$ cat config.mk
export PLATFORM = sky130hd
export DESIGN_NAME = ws2812_color_sched_flat
export DESIGN_NICKNAME = d
export VERILOG_FILES = /design/src/rtl/ws2812_color_sched_if.sv /design/src/rtl/ws2812_color_sched.sv /design/src/flat_wrapper.sv
export SDC_FILE = /design/constraint.sdc
export NUM_CORES = 1
export LEC_CHECK = 0
export ABC_AREA = 0
export CAP_MARGIN = 20
export CORE_MARGIN = 2
export CORE_UTILIZATION = 56
export CTS_BUF_LIST = sky130_fd_sc_hd__clkbuf_16
export DETAILED_ROUTE_END_ITERATION = 12
export GPL_TIMING_DRIVEN = 0
export PLACE_DENSITY = 0.82
export SYNTH_ARGS = -nofsm -noshare
export SYNTH_HDL_FRONTEND = slang
export SYNTH_SLANG_ARGS = --single-unit
$ cat constraint.sdc
create_clock -name sys_clk -period 2.8 [get_ports sys_clk]
set_input_delay 0.56 -clock sys_clk [delete_from_list [all_inputs] [get_ports sys_clk]]
set_output_delay 0.56 -clock sys_clk [all_outputs]
set_load 0.005 [all_outputs]
$ cat src/rtl/ws2812_color_sched_if.sv
// ws2812_color_sched_if
//   Bundles the colour-detection levels, the datapath handshake and the frame
//   configuration outputs of the WS2812 frame scheduler.
//
//   master : the scheduler. It receives r/g/b_valid and frame_done and drives
//            ws2812_start, cfg_data, cfg_num, color_code and timeout_err.
//   slave  : the surrounding logic (detector plus serialising datapath).
interface ws2812_color_sched_if;
    logic        r_valid;
    logic        g_valid;
    logic        b_valid;
    logic        frame_done;
    logic        ws2812_start;
    logic [23:0] cfg_data;
    logic [5:0]  cfg_num;
    logic [1:0]  color_code;
    logic        timeout_err;

    modport master (
        input  r_valid, g_valid, b_valid, frame_done,
        output ws2812_start, cfg_data, cfg_num, color_code, timeout_err
    );

    modport slave (
        output r_valid, g_valid, b_valid, frame_done,
        input  ws2812_start, cfg_data, cfg_num, color_code, timeout_err
    );
endinterface

$ cat src/rtl/ws2812_color_sched.sv
// ws2812_color_sched
//   Filters the r/g/b detection levels into a stable colour, converts it to a
//   GRB word and schedules WS2812 frames. A frame is requested on an accepted
//   colour change or on a periodic refresh. A latch gap follows every frame.
//   A watchdog ends the wait if the datapath never reports completion.
//
//   sys_clk       system clock
//   sys_rst_n     asynchronous active-low reset
//   bus.r_valid   red detected (level)
//   bus.g_valid   green detected (level)
//   bus.b_valid   blue detected (level)
//   bus.frame_done   one-cycle completion pulse from the datapath
//   bus.ws2812_start one-cycle frame request
//   bus.cfg_data     GRB word for every LED of the frame
//   bus.cfg_num      LED_NUM-1
//   bus.color_code   accepted colour: 0 off, 1 red, 2 green, 3 blue
//   bus.timeout_err  sticky watchdog flag
module ws2812_color_sched #(
    parameter int          STABLE_CYC  = 16,
    parameter int          REFRESH_CYC = 2_500_000,
    parameter int          GAP_CYC     = 15_000,
    parameter int          TIMEOUT_CYC = 1_000_000,
    parameter int          LED_NUM     = 64,
    parameter logic [7:0]  BRIGHT      = 8'h20
) (
    input  logic                  sys_clk,
    input  logic                  sys_rst_n,
    ws2812_color_sched_if.master  bus
);

    localparam int STAB_W  = $clog2(STABLE_CYC + 1);
    localparam int REF_W   = $clog2(REFRESH_CYC + 1);
    localparam int TMR_MAX = (TIMEOUT_CYC > GAP_CYC) ? TIMEOUT_CYC : GAP_CYC;
    localparam int TMR_W   = $clog2(TMR_MAX + 1);

    localparam logic [STAB_W-1:0] STAB_LAST = STAB_W'(STABLE_CYC - 1);
    localparam logic [REF_W-1:0]  REF_LAST  = REF_W'(REFRESH_CYC - 1);
    localparam logic [TMR_W-1:0]  GAP_LAST  = TMR_W'(GAP_CYC - 1);
    localparam logic [TMR_W-1:0]  TO_LAST   = TMR_W'(TIMEOUT_CYC - 1);

    typedef enum logic [1:0] {S_IDLE, S_START, S_WAIT, S_GAP} state_t;

    function automatic logic [1:0] classify(input logic r, input logic g, input logic b);
        logic [1:0] c;
        case ({r, g, b})
            3'b100:  c = 2'd1;
            3'b010:  c = 2'd2;
            3'b001:  c = 2'd3;
            default: c = 2'd0;
        endcase
        return c;
    endfunction

    function automatic logic [23:0] grb_word(input logic [1:0] c);
        logic [23:0] w;
        case (c)
            2'd1:    w = {8'h00, BRIGHT, 8'h00};
            2'd2:    w = {BRIGHT, 16'h0000};
            2'd3:    w = {16'h0000, BRIGHT};
            default: w = 24'h000000;
        endcase
        return w;
    endfunction

    function automatic logic [STAB_W-1:0] sat_inc(input logic [STAB_W-1:0] v);
        return (v == STAB_LAST) ? v : v + 1'b1;
    endfunction

    state_t            state_q, state_d;
    logic [1:0]        cand_q, cand_d;
    logic [STAB_W-1:0] stab_q, stab_d;
    logic [1:0]        color_q, color_d;
    logic              pend_q, pend_d;
    logic [REF_W-1:0]  ref_q, ref_d;
    logic              refr_q, refr_d;
    logic [TMR_W-1:0]  tmr_q, tmr_d;
    logic [23:0]       cfg_q, cfg_d;
    logic              tout_q, tout_d;
    logic [1:0]        cls;
    logic              go;
    logic              commit;
    logic              wrap;
    logic              start;
    logic              wd_expire;

    assign cls       = classify(bus.r_valid, bus.g_valid, bus.b_valid);
    assign go        = (state_q == S_IDLE) && (pend_q || refr_q);
    assign commit    = (stab_q == STAB_LAST) && (cand_q != color_q);
    // A frame_done in the expiry cycle counts as a normal completion.
    assign wd_expire = (state_q == S_WAIT) && !bus.frame_done && (tmr_q == TO_LAST);

    // FSM state register
    always_ff @(posedge sys_clk or negedge sys_rst_n) begin
        if (!sys_rst_n) state_q <= S_IDLE;
        else            state_q <= state_d;
    end

    // FSM next state
    always_comb begin
        state_d = state_q;
        case (state_q)
            S_IDLE:  if (go) state_d = S_START;
            S_START: state_d = S_WAIT;
            S_WAIT:  if (bus.frame_done || (tmr_q == TO_LAST)) state_d = S_GAP;
            S_GAP:   if (tmr_q == GAP_LAST) state_d = S_IDLE;
            default: state_d = S_IDLE;
        endcase
    end

    // FSM outputs
    always_comb begin
        start = 1'b0;
        if (state_q == S_START) start = 1'b1;
    end

    always_comb begin
        cand_d = cand_q;
        stab_d = sat_inc(stab_q);
        if (cls != cand_q) begin
            cand_d = cls;
            stab_d = '0;
        end
        color_d = commit ? cand_q : color_q;

        // A commit on the same edge as the launch must survive: cfg_data is
        // latched from the old colour, so the new one needs its own frame.
        pend_d = commit ? 1'b1 : (go ? 1'b0 : pend_q);

        wrap  = 1'b0;
        ref_d = ref_q + 1'b1;
        if (start) begin
            ref_d = '0;
        end else if (ref_q == REF_LAST) begin
            ref_d = '0;
            wrap  = 1'b1;
        end
        // The frame being launched already covers a coincident wrap.
        refr_d = go ? 1'b0 : (wrap ? 1'b1 : refr_q);

        // One timer serves both the watchdog and the latch gap; it restarts
        // on every state change.
        tmr_d = '0;
        if ((state_d == state_q) && ((state_q == S_WAIT) || (state_q == S_GAP)))
            tmr_d = tmr_q + 1'b1;

        cfg_d  = go ? grb_word(color_q) : cfg_q;
        tout_d = tout_q | wd_expire;
    end

    always_ff @(posedge sys_clk or negedge sys_rst_n) begin
        if (!sys_rst_n) begin
            cand_q  <= '0;
            stab_q  <= '0;
            color_q <= '0;
            pend_q  <= 1'b0;
            ref_q   <= '0;
            refr_q  <= 1'b0;
            tmr_q   <= '0;
            cfg_q   <= '0;
            tout_q  <= 1'b0;
        end else begin
            cand_q  <= cand_d;
            stab_q  <= stab_d;
            color_q <= color_d;
            pend_q  <= pend_d;
            ref_q   <= ref_d;
            refr_q  <= refr_d;
            tmr_q   <= tmr_d;
            cfg_q   <= cfg_d;
            tout_q  <= tout_d;
        end
    end

    assign bus.ws2812_start = start;
    assign bus.cfg_data     = cfg_q;
    assign bus.cfg_num      = 6'(LED_NUM - 1);
    assign bus.color_code   = color_q;
    assign bus.timeout_err  = tout_q;

endmodule

$ cat src/flat_wrapper.sv
// flat-port wrapper written by rule: the top's interface ports become plain ports
module ws2812_color_sched_flat 
#(
    parameter int          STABLE_CYC  = 16,
    parameter int          REFRESH_CYC = 2_500_000,
    parameter int          GAP_CYC     = 15_000,
    parameter int          TIMEOUT_CYC = 1_000_000,
    parameter int          LED_NUM     = 64,
    parameter logic [7:0]  BRIGHT      = 8'h20
)
  (sys_clk, sys_rst_n, bus_r_valid, bus_g_valid, bus_b_valid, bus_frame_done, bus_ws2812_start, bus_cfg_data, bus_cfg_num, bus_color_code, bus_timeout_err);
  ws2812_color_sched_if bus_i ();
  input  logic sys_clk;
  input  logic sys_rst_n;
  input wire logic [$bits(bus_i.r_valid)-1:0] bus_r_valid;
  input wire logic [$bits(bus_i.g_valid)-1:0] bus_g_valid;
  input wire logic [$bits(bus_i.b_valid)-1:0] bus_b_valid;
  input wire logic [$bits(bus_i.frame_done)-1:0] bus_frame_done;
  output wire logic [$bits(bus_i.ws2812_start)-1:0] bus_ws2812_start;
  output wire logic [$bits(bus_i.cfg_data)-1:0] bus_cfg_data;
  output wire logic [$bits(bus_i.cfg_num)-1:0] bus_cfg_num;
  output wire logic [$bits(bus_i.color_code)-1:0] bus_color_code;
  output wire logic [$bits(bus_i.timeout_err)-1:0] bus_timeout_err;
  assign bus_i.r_valid = bus_r_valid;
  assign bus_i.g_valid = bus_g_valid;
  assign bus_i.b_valid = bus_b_valid;
  assign bus_i.frame_done = bus_frame_done;
  assign bus_ws2812_start = bus_i.ws2812_start;
  assign bus_cfg_data = bus_i.cfg_data;
  assign bus_cfg_num = bus_i.cfg_num;
  assign bus_color_code = bus_i.color_code;
  assign bus_timeout_err = bus_i.timeout_err;
  ws2812_color_sched #(.STABLE_CYC(STABLE_CYC), .REFRESH_CYC(REFRESH_CYC), .GAP_CYC(GAP_CYC), .TIMEOUT_CYC(TIMEOUT_CYC), .LED_NUM(LED_NUM), .BRIGHT(BRIGHT)) u_core (.sys_clk(sys_clk), .sys_rst_n(sys_rst_n), .bus(bus_i));
endmodule
==> summary.txt <==
Run status
  • Status: complete, no violations

Setup path
  • CP peak stage delay: 550 ps
  • Crit path max fanout: 6
  • WP data arrival: about 1600 ps
  • WS Path Type: reg -> out
  • Crit path capture type: output pin
  • Setup crit start kind: flip-flop
  • Slowest CP cell: clkdlybuf4s50_1
  • CP required: roughly 2200 ps
  • CP cell instances: nor2b_1, clkdlybuf4s50_1

CTS
  • Clock Latency Late Sink: 320 ps
  • Cts repair resizes: 0
  • TritonCTS Buffers: 9
  • Reg clk slew, reported paths: about 50 ps
  • Postcts setup bufs: 0
  • H-Tree Depth: 3
  • CTS tree: done
  • CTS Sinks: 59
  • Clock root buffer: clkbuf_16
  • Max Buffers Root-to-Sink: 2
  • # hold bufs at CTS: 0

Synth
  • Number of synthesized flops with an enable pin: 0
  • Fraction of registers with async set/reset: 1.00
  • Most frequent cells after synthesis: dfrtp_1, nor2_1, buf_4
  • Most frequent cell after synthesis: dfrtp_1
  • Post-synthesis cell count: 335
  • Syn. warnings: 0
  • Unique masters post-synth: between 40 and 50
  • Yosys top cell area share: 0.453
  • Ys flop type: dfrtp_1
  • Sequential fraction of the synthesis area: 0.453
  • Area leader, netlist: dfrtp_1
  • Syn avg cell area: 9.73 µm²
  • Synth area leaders: dfrtp_1, xnor2_1, buf_4, a21oi_1, nor2_1
  • Flops & latches, synth: 59
  • Synthesized area: 3260 µm²

Place
  • I/O Buffers: 12
  • Placer's final routability congestion estimate: slightly above 0.8
  • Post-detail-place hpwl: 4.25 mm

Detailed routing
  • Initial DRC Count: roughly 160
  • Avg Vias per Cell: around 5.4
  • DRC: 0
  • Via count: 2497
  • Routed len/inst: 13.6 µm
  • Drt first pass iters: 4
  • Total Wirelength: 6.26 mm
  • Antenna-violating nets left: 0

GRT
  • Largest net degree at the start of global routing: 37
  • First-pass GRT wire length: between 10 and 15 mm
  • GRT overflow: 0
  • Initial antenna violation count: 0
  • Number of global-route vias before repair: 2391
  • Total GRT Usage: 0.215

STA
  • Clock Skew: 4.01 ps
  • Period Utilization, post-route: 0.776
  • Max Freq: about 460 MHz
  • # setup viols final: 0
  • Hold slack: 237 ps
  • Min cycle time layout: 2170 ps
  • Slew headroom: 0.608
  • Setup TNS: 0 ps
  • Final Hold Vio Count: 0
  • RSZ-0062 raised after global routing: false
  • Pins Over Slew Limit: 0
  • Tightest Pin Transition: 589 ps

Floorplan
  • Ports: 40
  • CORE AREA: ~5600 µm²
  • Die ar.: 6440 µm²
  • Initial Util: 0.585
  • Die width: ~80 µm
  • Cell Rows: 27
  • Die Ht: 80.3 µm

Final layout
  • Final #Nets: 394
  • Filler Cells Inserted: 429
  • Sequential Area: 1480 µm²
  • N_diodes: 0
  • Multi-input gate area: around 1600 µm²
  • Final core utilization: 0.693
  • Area growth syn-to-layout: 18.5%
  • Layout cells sized above 1: 0.170

Power and ir drop
  • Static Leak: 1.72 nW
  • Power Total: 2.22 mW
  • Maximum VDD drop: 385 µV
  • Pwr Density: 575 nW/µm²

Run
  • Max Cap Violations: 0

Hold path
  • Min-delay worst type: in -> async
==> routing by layer <==
| layer | share of wire | GRT usage |
|---|---|---|
| met5 | 0 | 0 |
| met4 | 0.022 | 0.110 |
| met3 | 0.040 | 0.0348 |
| met2 | 0.49 | 0.359 |
| met1 | 0.45 | 0.269 |
==> cell families after synthesis <==
family | synth area share
buffers and inverters | 0.0925
and+or+nand+nor | 0.225
xor gates and xnor gates | 0.0860
muxes | 0.00998
adders and majority gates | 0.0154
other | 0.00231
AOI/OAI and AO/OA | 0.116
DFF | 0.453
==> registers in the layout, indices dropped and copies added (netlist names), 2 cells and up <==
signal                 count
u_core.ref_q              22
u_core.tmr_q              20
u_core.stab_q              5
u_core.bus.cfg_data        3
u_core.bus.color_code      2
u_core.cand_q              2
u_core.state_q             2
==> metrics by stage <==
step	setup slack, ps	instance area, µm²	instances
global placement	-681	3560	444
finish	626	3860	461
CTS	586	3860	461
detailed placement	684	3580	445
floorplan	804	3350	360
global route	491	3860	461
==> cells in the final DEF, fill, tap and decap left out, types with 4 or more instances in the layout <==
master | synthesis | routed
nand2b_1 | 4 | 4
or3_1 | 9 | 9
nand4_1 | 10 | 10
xor2_1 | 8 | 8
a21oi_1 | 23 | 23
o31ai_1 | 5 | 5
buf_4 | 27 | 27
nand2_1 | 19 | 19
nand3_1 | 13 | 13
nor3_1 | 8 | 8
conb_1 | 2 | 27
nor4_1 | 10 | 10
ha_1 | 4 | 4
buf_2 | 4 | 5
clkdlybuf4s50_1 | 0 | 11
clkbuf_16 | 0 | 9
inv_1 | 9 | 10
and3_1 | 4 | 4
a22oi_1 | 4 | 4
dfrtp_1 | 59 | 59
o21ai_0 | 13 | 13
or4_1 | 7 | 7
nor2_1 | 30 | 30
xnor2_1 | 24 | 24
==> path summary, 6_finish.rpt <==
path	startpoint	to	slack, ps	depth (start not counted)
worst min register to register	u_core.bus.cfg_data[5]$_DFFE_PN0P_	u_core.bus.cfg_data[5]$_DFFE_PN0P_	470	2
worst max-delay path	u_core.state_q[0]$_DFF_PN0_	bus_ws2812_start	630	2
max in group asynchronous	sys_rst_n	u_core.tmr_q[9]$_DFF_PN0_	1970	2
worst min-delay path	sys_rst_n	u_core.ref_q[18]$_DFF_PN0_	240	1
worst max register to register	u_core.ref_q[0]$_DFF_PN0_	u_core.ref_q[20]$_DFF_PN0_	660	5
min in group sys_clk	u_core.bus.cfg_data[5]$_DFFE_PN0P_	u_core.bus.cfg_data[5]$_DFFE_PN0P_	470	2
==> power by group <==
part / leakage (nW) / internal, mW / switching (mW)
clock: 0.144 / 0.676 / 0.376
combinational: 0.785 / 0.105 / 0.111
sequential: 0.793 / 0.899 / 0.0517
total: 1.72 / 1.68 / 0.539
==> worst max-delay path: cells and delay by family, from the launching register on <==
kind | cells | cell delay [ps]
buffers and inverters | 1 | 550
AND/OR/NAND/NOR | 1 | 290
flip-flops | 1 | 450
==> area by class of cell <==
cell class	instances	area share
Clock inverter	7	0.0155
Tap cell	72	0.0233
Clock buffer	9	0.0583
Timing Repair Buffer	13	0.0350
Inverter	9	0.00875
Sequential cell	59	0.382
Buffer	37	0.0693
Multi-Input combinational cell	255	0.408
(Power assumes the default switching activity.)
